## src/rtl/kpn_pkg.sv

```systemverilog
// Shared definitions for the KPN channel datapath: FIFO mode codes, default width, count sizing.
// Latency: n/a (package only).
// Backpressure: n/a (package only).
package kpn_pkg;

  localparam int KPN_FIFO_STANDARD = 0;
  localparam int KPN_FIFO_FWFT     = 1;
  localparam int KPN_BITS_NUMBER   = 16;

  // Width needed to hold an occupancy value in the range 0..depth inclusive.
  function automatic int kpn_count_width(input int depth);
    return $clog2(depth + 1);
  endfunction

endpackage

```

## src/rtl/kpn_fifo_storage.sv

```systemverilog
// Simple dual-port register array backing the KPN channel.
// Latency: write lands at the clock edge; read data follows rd_addr combinationally.
// Backpressure: none; the caller only writes when a write has been accepted.
module kpn_fifo_storage #(
  parameter int BITS_NUMBER   = 16,
  parameter int FIFO_ELEMENTS = 5
) (
  input  logic                             clk,
  input  logic                             wr_en,
  input  logic [$clog2(FIFO_ELEMENTS)-1:0] wr_addr,
  input  logic [BITS_NUMBER-1:0]           wr_dat,
  input  logic [$clog2(FIFO_ELEMENTS)-1:0] rd_addr,
  output logic [BITS_NUMBER-1:0]           rd_dat
);

  logic [BITS_NUMBER-1:0] mem [FIFO_ELEMENTS];

  // Contents are never reset; occupancy bookkeeping in the channel decides what is live.
  always_ff @(posedge clk) begin
    if (wr_en) begin
      mem[wr_addr] <= wr_dat;
    end
  end

  assign rd_dat = mem[rd_addr];

endmodule

```

## src/rtl/kpn_fifo_channel.sv

```systemverilog
// Point-to-point KPN FIFO with flags, occupancy count, sticky error flags and optional FWFT output.
// Latency: standard mode 1 cycle rd->output_1/valid; FWFT mode head word visible the cycle after the write edge.
// Backpressure: writes refused when full unless a read is accepted together; reads refused when empty (no bypass).
module kpn_fifo_channel
  import kpn_pkg::*;
#(
  parameter int BITS_NUMBER        = KPN_BITS_NUMBER,
  parameter int FIFO_ELEMENTS      = 5,
  parameter int FWFT               = KPN_FIFO_STANDARD,
  parameter int ALMOST_FULL_LEVEL  = FIFO_ELEMENTS - 1,
  parameter int ALMOST_EMPTY_LEVEL = 1
) (
  input  logic                                        clk,
  input  logic                                        reset,
  input  logic                                        wr,
  input  logic [BITS_NUMBER-1:0]                      entry_1,
  input  logic                                        rd,
  output logic [BITS_NUMBER-1:0]                      output_1,
  output logic                                        valid,
  output logic                                        full,
  output logic                                        empty,
  output logic                                        almost_full,
  output logic                                        almost_empty,
  output logic [kpn_count_width(FIFO_ELEMENTS)-1:0]   count,
  input  logic                                        clear_errors,
  output logic                                        overflow,
  output logic                                        underflow
);

  localparam int AW = $clog2(FIFO_ELEMENTS);
  localparam int CW = kpn_count_width(FIFO_ELEMENTS);

  localparam logic [AW-1:0] LAST_PTR = AW'(FIFO_ELEMENTS - 1);
  localparam logic [CW-1:0] DEPTH    = CW'(FIFO_ELEMENTS);
  localparam logic [CW-1:0] AF_LEVEL = CW'(ALMOST_FULL_LEVEL);
  localparam logic [CW-1:0] AE_LEVEL = CW'(ALMOST_EMPTY_LEVEL);

  logic [AW-1:0]          wr_ptr;
  logic [AW-1:0]          rd_ptr;
  logic [CW-1:0]          count_q;
  logic [BITS_NUMBER-1:0] rd_dat;
  logic [BITS_NUMBER-1:0] dout_q;
  logic                   valid_q;
  logic                   rd_accept;
  logic                   wr_accept;

  // A full FIFO can still take a write when a read frees a slot in the same cycle;
  // an empty FIFO never forwards the incoming word to a same-cycle read.
  assign rd_accept = rd && !empty;
  assign wr_accept = wr && (!full || rd_accept);

  // Flags come straight from the registered count, so they describe the post-edge state.
  assign count        = count_q;
  assign full         = (count_q == DEPTH);
  assign empty        = (count_q == '0);
  assign almost_full  = (count_q >= AF_LEVEL);
  assign almost_empty = (count_q <= AE_LEVEL);

  kpn_fifo_storage #(
    .BITS_NUMBER   (BITS_NUMBER),
    .FIFO_ELEMENTS (FIFO_ELEMENTS)
  ) u_storage (
    .clk     (clk),
    .wr_en   (wr_accept && !reset),
    .wr_addr (wr_ptr),
    .wr_dat  (entry_1),
    .rd_addr (rd_ptr),
    .rd_dat  (rd_dat)
  );

  // Pointer and occupancy bookkeeping; pointers wrap by explicit compare so any depth works.
  always_ff @(posedge clk) begin
    if (reset) begin
      wr_ptr  <= '0;
      rd_ptr  <= '0;
      count_q <= '0;
    end else begin
      if (wr_accept) begin
        wr_ptr <= (wr_ptr == LAST_PTR) ? '0 : wr_ptr + 1'b1;
      end
      if (rd_accept) begin
        rd_ptr <= (rd_ptr == LAST_PTR) ? '0 : rd_ptr + 1'b1;
      end
      case ({wr_accept, rd_accept})
        2'b10:   count_q <= count_q + 1'b1;
        2'b01:   count_q <= count_q - 1'b1;
        default: count_q <= count_q;
      endcase
    end
  end

  // Registered read path: output holds its last word, valid pulses for one cycle per accepted read.
  always_ff @(posedge clk) begin
    if (reset) begin
      dout_q  <= '0;
      valid_q <= 1'b0;
    end else begin
      valid_q <= rd_accept;
      if (rd_accept) begin
        dout_q <= rd_dat;
      end
    end
  end

  // Sticky error flags; a fresh error in the same cycle as clear_errors keeps the flag set.
  always_ff @(posedge clk) begin
    if (reset) begin
      overflow  <= 1'b0;
      underflow <= 1'b0;
    end else begin
      if (wr && !wr_accept) begin
        overflow <= 1'b1;
      end else if (clear_errors) begin
        overflow <= 1'b0;
      end
      if (rd && !rd_accept) begin
        underflow <= 1'b1;
      end else if (clear_errors) begin
        underflow <= 1'b0;
      end
    end
  end

  // FWFT shows the head word whenever something is stored; it reads as zero while empty
  // so stale storage never leaks out after reset.
  assign output_1 = (FWFT == KPN_FIFO_FWFT) ? (empty ? '0 : rd_dat) : dout_q;
  assign valid    = (FWFT == KPN_FIFO_FWFT) ? !empty : valid_q;

endmodule

```

## config.mk

```make
export PLATFORM = sky130hd
export DESIGN_NAME = kpn_fifo_channel
export DESIGN_NICKNAME = d
export VERILOG_FILES = /design/src/rtl/kpn_pkg.sv /design/src/rtl/kpn_fifo_storage.sv /design/src/rtl/kpn_fifo_channel.sv
export SDC_FILE = /design/constraint.sdc
export NUM_CORES = 1
export LEC_CHECK = 0
export CELL_PAD_IN_SITES_DETAIL_PLACEMENT = 1
export CELL_PAD_IN_SITES_GLOBAL_PLACEMENT = 2
export CORE_UTILIZATION = 30
export CTS_CLUSTER_DIAMETER = 200
export CTS_CLUSTER_SIZE = 14
export DETAILED_ROUTE_END_ITERATION = 10
export PLACE_DENSITY_LB_ADDON = 0.1
export SYNTH_ARGS = -nofsm -noshare
export SYNTH_HDL_FRONTEND = slang
export SYNTH_SLANG_ARGS = --single-unit
```

## constraint.sdc

```tcl
create_clock -name clk -period 4.2 [get_ports clk]
set_clock_uncertainty 0.1 [all_clocks]
set_input_delay 0.84 -clock clk [delete_from_list [all_inputs] [get_ports clk]]
set_output_delay 0.84 -clock clk [all_outputs]
set_load 0.05 [all_outputs]
```

Yosys cells after proc, flatten, opt, wreduce, memory -nomap -nowiden
Memories as Yosys holds them, arrays and structs flattened. A register that Yosys moved wholly into a read port is not among the register bits.
Cells that the tools add are included.
W data, S select, Z words.
- register bits: 12
- memory bits (writable): 80
- input bits: 21
- output and inout bits: 26
- logic and storage cells: 41
- memories kept: 1
- memories (name ; words ; width ; read ports ; clocked after Yosys merged registers in ; write ports ; line ; text):
    u_storage.mem ; 5 ; 16 ; 1 ; 1 ; 1 ; kpn_fifo_storage.sv:16 ; logic [BITS_NUMBER-1:0] mem [FIFO_ELEMENTS];
- add/sub/neg operators: 4
- $lt $le $gt $ge: 2
- equal/unequal tests: 5
- muxes and demuxes: 8
- reduce and logical (&&, ||, !) cells: 15
- operators with widths (cell ; number):
    $add A3 B1 Y3 const B ; 3
    $eq A3 B3 Y1 const B ; 3
    $mux W3 ; 2
    $pmux W3 S2 ; 1
    $reduce_bool A2 Y1 ; 3
    $logic_and A1 B1 Y1 ; 5
    $logic_not A1 Y1 ; 5
    $mux W1 ; 5
    $ge A3 B3 Y1 const B ; 1
    $le A3 B1 Y1 const B ; 1
    $logic_not A3 Y1 ; 1
    $sub A3 B1 Y3 const B ; 1
    $eq A2 B1 Y1 const B ; 1
    $eq A2 B2 Y1 const B ; 1
    $logic_or A1 B1 Y1 ; 1

Longest topological paths before layout
- depth after elaboration: 8
- depth in mapped cells: 8
- depth with buffers taken out: 6

Hierarchy
A second synthesis with hierarchy kept.
- cell total of the unflattened synthesis: 344
- area, all modules: 4514.3 um2
- by module, submodules not included (module ; instances ; cells each ; area an instance (um2) ; sequential area each (um2)):
    kpn_fifo_storage ; 1 ; 180 ; 3175.5 ; 2402.3
    kpn_fifo_channel ; 1 ; 164 ; 1338.8 ; 560.5

Worst setup path before layout
Ideal clock, no wire load.
- path type: reg-to-reg
- from: register count_q[1] (netlist: count[1])
- to: memory u_storage.mem[4][0], enable pin
- setup time: 0.430 ns
- data arrival time: 2.974 ns
- path slack: 0.696 ns
- stages on the path, launching flop included: 6
- path buffers: 0
- cell sequence: dfxtp_1 inv_1 ha_1 nand3b_1 nand2_1 nor4_1
- cells in the longest elaborated chain, start to end: 8
- elaborated cells between the ends (all ways): 10
- RTL lines (what ; line ; text):
    start, declared ; kpn_fifo_channel.sv:40 ; logic [CW-1:0] count_q;
    start signal, assigned ; kpn_fifo_channel.sv:85 ; 2'b10: count_q <= count_q + 1'b1;
    start signal, assigned ; kpn_fifo_channel.sv:86 ; 2'b01: count_q <= count_q - 1'b1;
    start signal, assigned ; kpn_fifo_channel.sv:87 ; default: count_q <= count_q;
    $logic_not A3 Y1 ; kpn_fifo_channel.sv:55 ; assign empty = (count_q == '0);
    $logic_not A1 Y1 ; n/a ;
    $logic_and A1 B1 Y1 ; kpn_fifo_channel.sv:49 ; assign rd_accept = rd && !empty;
    $logic_or A1 B1 Y1 * ; kpn_fifo_channel.sv:50 ; assign wr_accept = wr && (!full || rd_accept);
    $logic_and A1 B1 Y1 * ; kpn_fifo_channel.sv:50 ;
    $logic_and A1 B1 Y1 * ; kpn_fifo_channel.sv:64 ; .wr_en (wr_accept && !reset),
    $mux W1 * ; kpn_fifo_storage.sv:20 ; if (wr_en) begin
    $mux W1 (implied by the code) * ; kpn_fifo_storage.sv:21 ; mem[wr_addr] <= wr_dat;
    end, declared ; kpn_fifo_storage.sv:16 ;
Every way passes the cells marked *; elsewhere a longest branch is shown, timed or not.

Worst setup path after layout
- from: register count_q[1] (netlist: count[1])
- to: output full
- cells in the longest elaborated chain, start to end: 1
- RTL lines (what ; line ; text):
    $eq A3 B3 Y1 ; kpn_fifo_channel.sv:54 ; assign full = (count_q == DEPTH);
    end, declared ; kpn_fifo_channel.sv:20 ; output logic full,
Every way passes these cells.

==> qor.txt <==
Main synth FF type: edfxtp_1
Post-Syn Instances: 319
Critical path, cell by cell: inv_1 > ha_1 > and2_1 > clkdlybuf4s50_1
Net load switching power: 995 uW
Post-route ant nets: 0
Fill count: 1506
Antenna cells: 0
Non-Filler Instances: 554
CTS tree: done
Worst skew pair latency: 0.35 ns
Worst slew margin: 24.5%
Register area share after synthesis: 66.7%
Core box area: 14500 sq um
Slew Viols, Final: 0
Routed WL: 9550 um
Vias in the first global route: 2684
P_int: 2010 uW
Lkg Pwr: 0.00174 uW
Setup_tns: 0 ns
Post-Syn Area: 4440 sq um
RSZ-0062 raised after global routing: false
Post-CTS Setup Bufs: 0
Tmin final: 3.01 ns
Max Fanout on Critical Path: 5
Sw frac: 33.1%
Worst-margin pin slew: 1.13 ns
Global route overflow: 0
Num CTS Buffers: 9
Async S/R FF share, synth: 0%
Hold Path Stages: 2
Post-synth cell types: 38
Final period utilization: 71.7%
Clk pwr share: 29.1%
Nets: 394
Max Freq: 0.332 GHz
Initial core utilization: 30.7%
Reg2Reg Setup Slack: 2.07 ns
Reg2Reg Launch Point: rd_ptr[0]$_SDFFE_PP0P_
Die Wd: 124 um
HP Start: overflow$_SDFFE_PP0P_
Hold Path Class: flip-flop to flip-flop
Max cap viols: 0
Final hold violations: 0
Clock Sinks: 108
DR DRC count: 0
Drt first-iter violations: 105
Ports: 47
Post-DP HPWL: 6000 um
P&R area growth vs syn: 21.6%
Placed cell count: 538
First-pass GRT wire length: 15100 um
Commonest non-fill, non-tap cells in the layout: 80 x edfxtp_1, 46 x clkdlybuf4s50_1, 32 x mux2i_1, 30 x nor2_1, 27 x dfxtp_1
TritonRoute pass-1 iters: 4
CP Capture Type: output port
Reg-to-Reg End: output_1[7]$_SDFFE_PP0P_
Final Util: 37.3%
DR vias: 2597
Max incr delay on CP: 0.80 ns
Hold Path Sink: overflow$_SDFFE_PP0P_
Number of H-tree levels: 3
Seq cells post-synth: 108
Port Buffers: 46
Worst IR Drop VDD: 205 uV
Syn Nets: 348
Cts repair resizes: 0
Final setup fails: 0
Synth warn: 0
Ratio of cells with drive above 1 in the final layout: 17.0%
Reg2reg path depth: 4
Status: completed
Row cnt: 44
Sequential share of power: 43.8%
RD Place Congestion: 0.676
Most common cell after layout, fill and taps aside: edfxtp_1
Routed WL per cell: 17.2 um
Number of synthesized flops with an enable pin: 80
Pwr/cell area: 556 nW/um^2
WP data required: 3.26 ns
Initial antenna violation count: 0
Die Y: 124 um
Crit path launch type: flip-flop
Root buffer cell: clkbuf_16
Hold_buf cts: 0
Largest net degree at the start of global routing: 36
Crit Path Category: flip-flop to output port
Worst Path Arrival: 2.07 ns
Clock-pin slew on the worst setup and hold paths: 0.07 ns
Logic pwr share: 27.1%
CTS max path bufs: 2
Vias per cell: 4.69
Die area: 15300 sq um
Syn Area/Cell: 13.9 sq um
Slowest CP cell: clkdlybuf4s50_1
Tot GR Track Use: 13.9%
cell families after synthesis:
family	synth area share, %
AO/OA/AOI/OAI	7.10
buffers and inverters	3.69
adder cells (fa/ha/maj)	2.25
flip-flops	66.7
AND/OR/NAND/NOR	12.8
multiplexers	7.46
area by class of cell:
type                       instances  area (sq um)  share of cell area (%)
inverter                           7          26.3                   0.486
clock buffer                      12           278                    5.14
timing repair buffer              55           528                    9.77
multi-input combinational        184          1340                    24.8
tap                              184           230                    4.26
clock inverter                     4          35.0                   0.648
sequential                       108          2960                    54.9
registers in the layout, summed over array words and instances, names as in the netlist:
| signal | flops |
|---|---|
| rd_ptr | 3 |
| output_1 | 16 |
| count | 3 |
| u_storage.mem | 80 |
| valid | 1 |
| underflow | 1 |
| overflow | 1 |
| wr_ptr | 3 |
critical path: cells and delay by family (launching register included):
kind                     cells  cell delay [ns]
buffers and inverters        2             0.93
flip-flops                   1             0.35
AND/OR/NAND/NOR              1             0.17
adder cells (fa/ha/maj)      1             0.27
how the worst max path moves through the flow:
stage	start	end	slack, ns	cells after the start
final	count[1]$_SDFFE_PP0P_	full	1.19	4
after floorplan	count[1]$_SDFFE_PP0P_	u_storage.mem[4][0]$_DFFE_PP_	0.70	5
after CTS	count[1]$_SDFFE_PP0P_	full	1.15	4
after detailed placement	rd	u_storage.mem[4][8]$_DFFE_PP_	1.28	5
after global routing	count[1]$_SDFFE_PP0P_	full	1.07	4
after global placement	rd	u_storage.mem[4][8]$_DFFE_PP_	1.30	5
cells in the mapped netlist, drive strengths merged, types with 2 or more instances:
| library cell | n | area [sq um] |
|---|---|---|
| o221ai | 16 | 203 |
| nand2 | 24 | 90.1 |
| nand3b | 4 | 30.0 |
| a31oi | 2 | 12.5 |
| buf | 14 | 115 |
| inv | 7 | 26.3 |
| ha | 8 | 100 |
| nand2b | 5 | 33.8 |
| a21oi | 8 | 40.0 |
| nand3 | 5 | 25.0 |
| dfxtp | 28 | 561 |
| mux2i | 32 | 320 |
| nor3 | 21 | 155 |
| edfxtp | 80 | 2400 |
| and2 | 2 | 12.5 |
| nor2 | 40 | 175 |
| o21ai | 4 | 20.0 |
| clkbuf | 6 | 22.5 |
layer usage:
metal  global-route usage, %  share of wire [%]  wire, um
met1                    18.1                 48      4550
met4                    4.07                1.0        98
met3                    4.40                4.1       391
met5                       0                  0         0
met2                    22.2                 47      4510
power by group through the flow:
| stage | logic, uW | registers, uW | clock network (uW) |
|---|---|---|---|
| 2_1_floorplan | 447 | 1470 | 0 |
| 3_3_place_gp | 821 | 1340 | 0 |
| 3_5_place_dp | 825 | 1340 | 0 |
| 4_1_cts | 828 | 1320 | 909 |
| 5_1_grt | 883 | 1330 | 946 |
| 6_report | 815 | 1310 | 874 |
stage by stage:
| step | hold slack [ns] | total power (uW) | setup slack, ns | area (sq um) |
|---|---|---|---|---|
| finish | 0.375 | 3000 | 1.19 | 5400 |
| global route | 0.412 | 3160 | 1.07 | 5400 |
| CTS | 0.387 | 3050 | 1.15 | 5400 |
| detailed placement | 0.375 | 2170 | 1.28 | 5090 |
| global placement | 0.361 | 2160 | 1.30 | 5090 |
| floorplan | 0.369 | 1920 | 0.696 | 4440 |
Note: power is estimated with default switching activity, not from simulation.
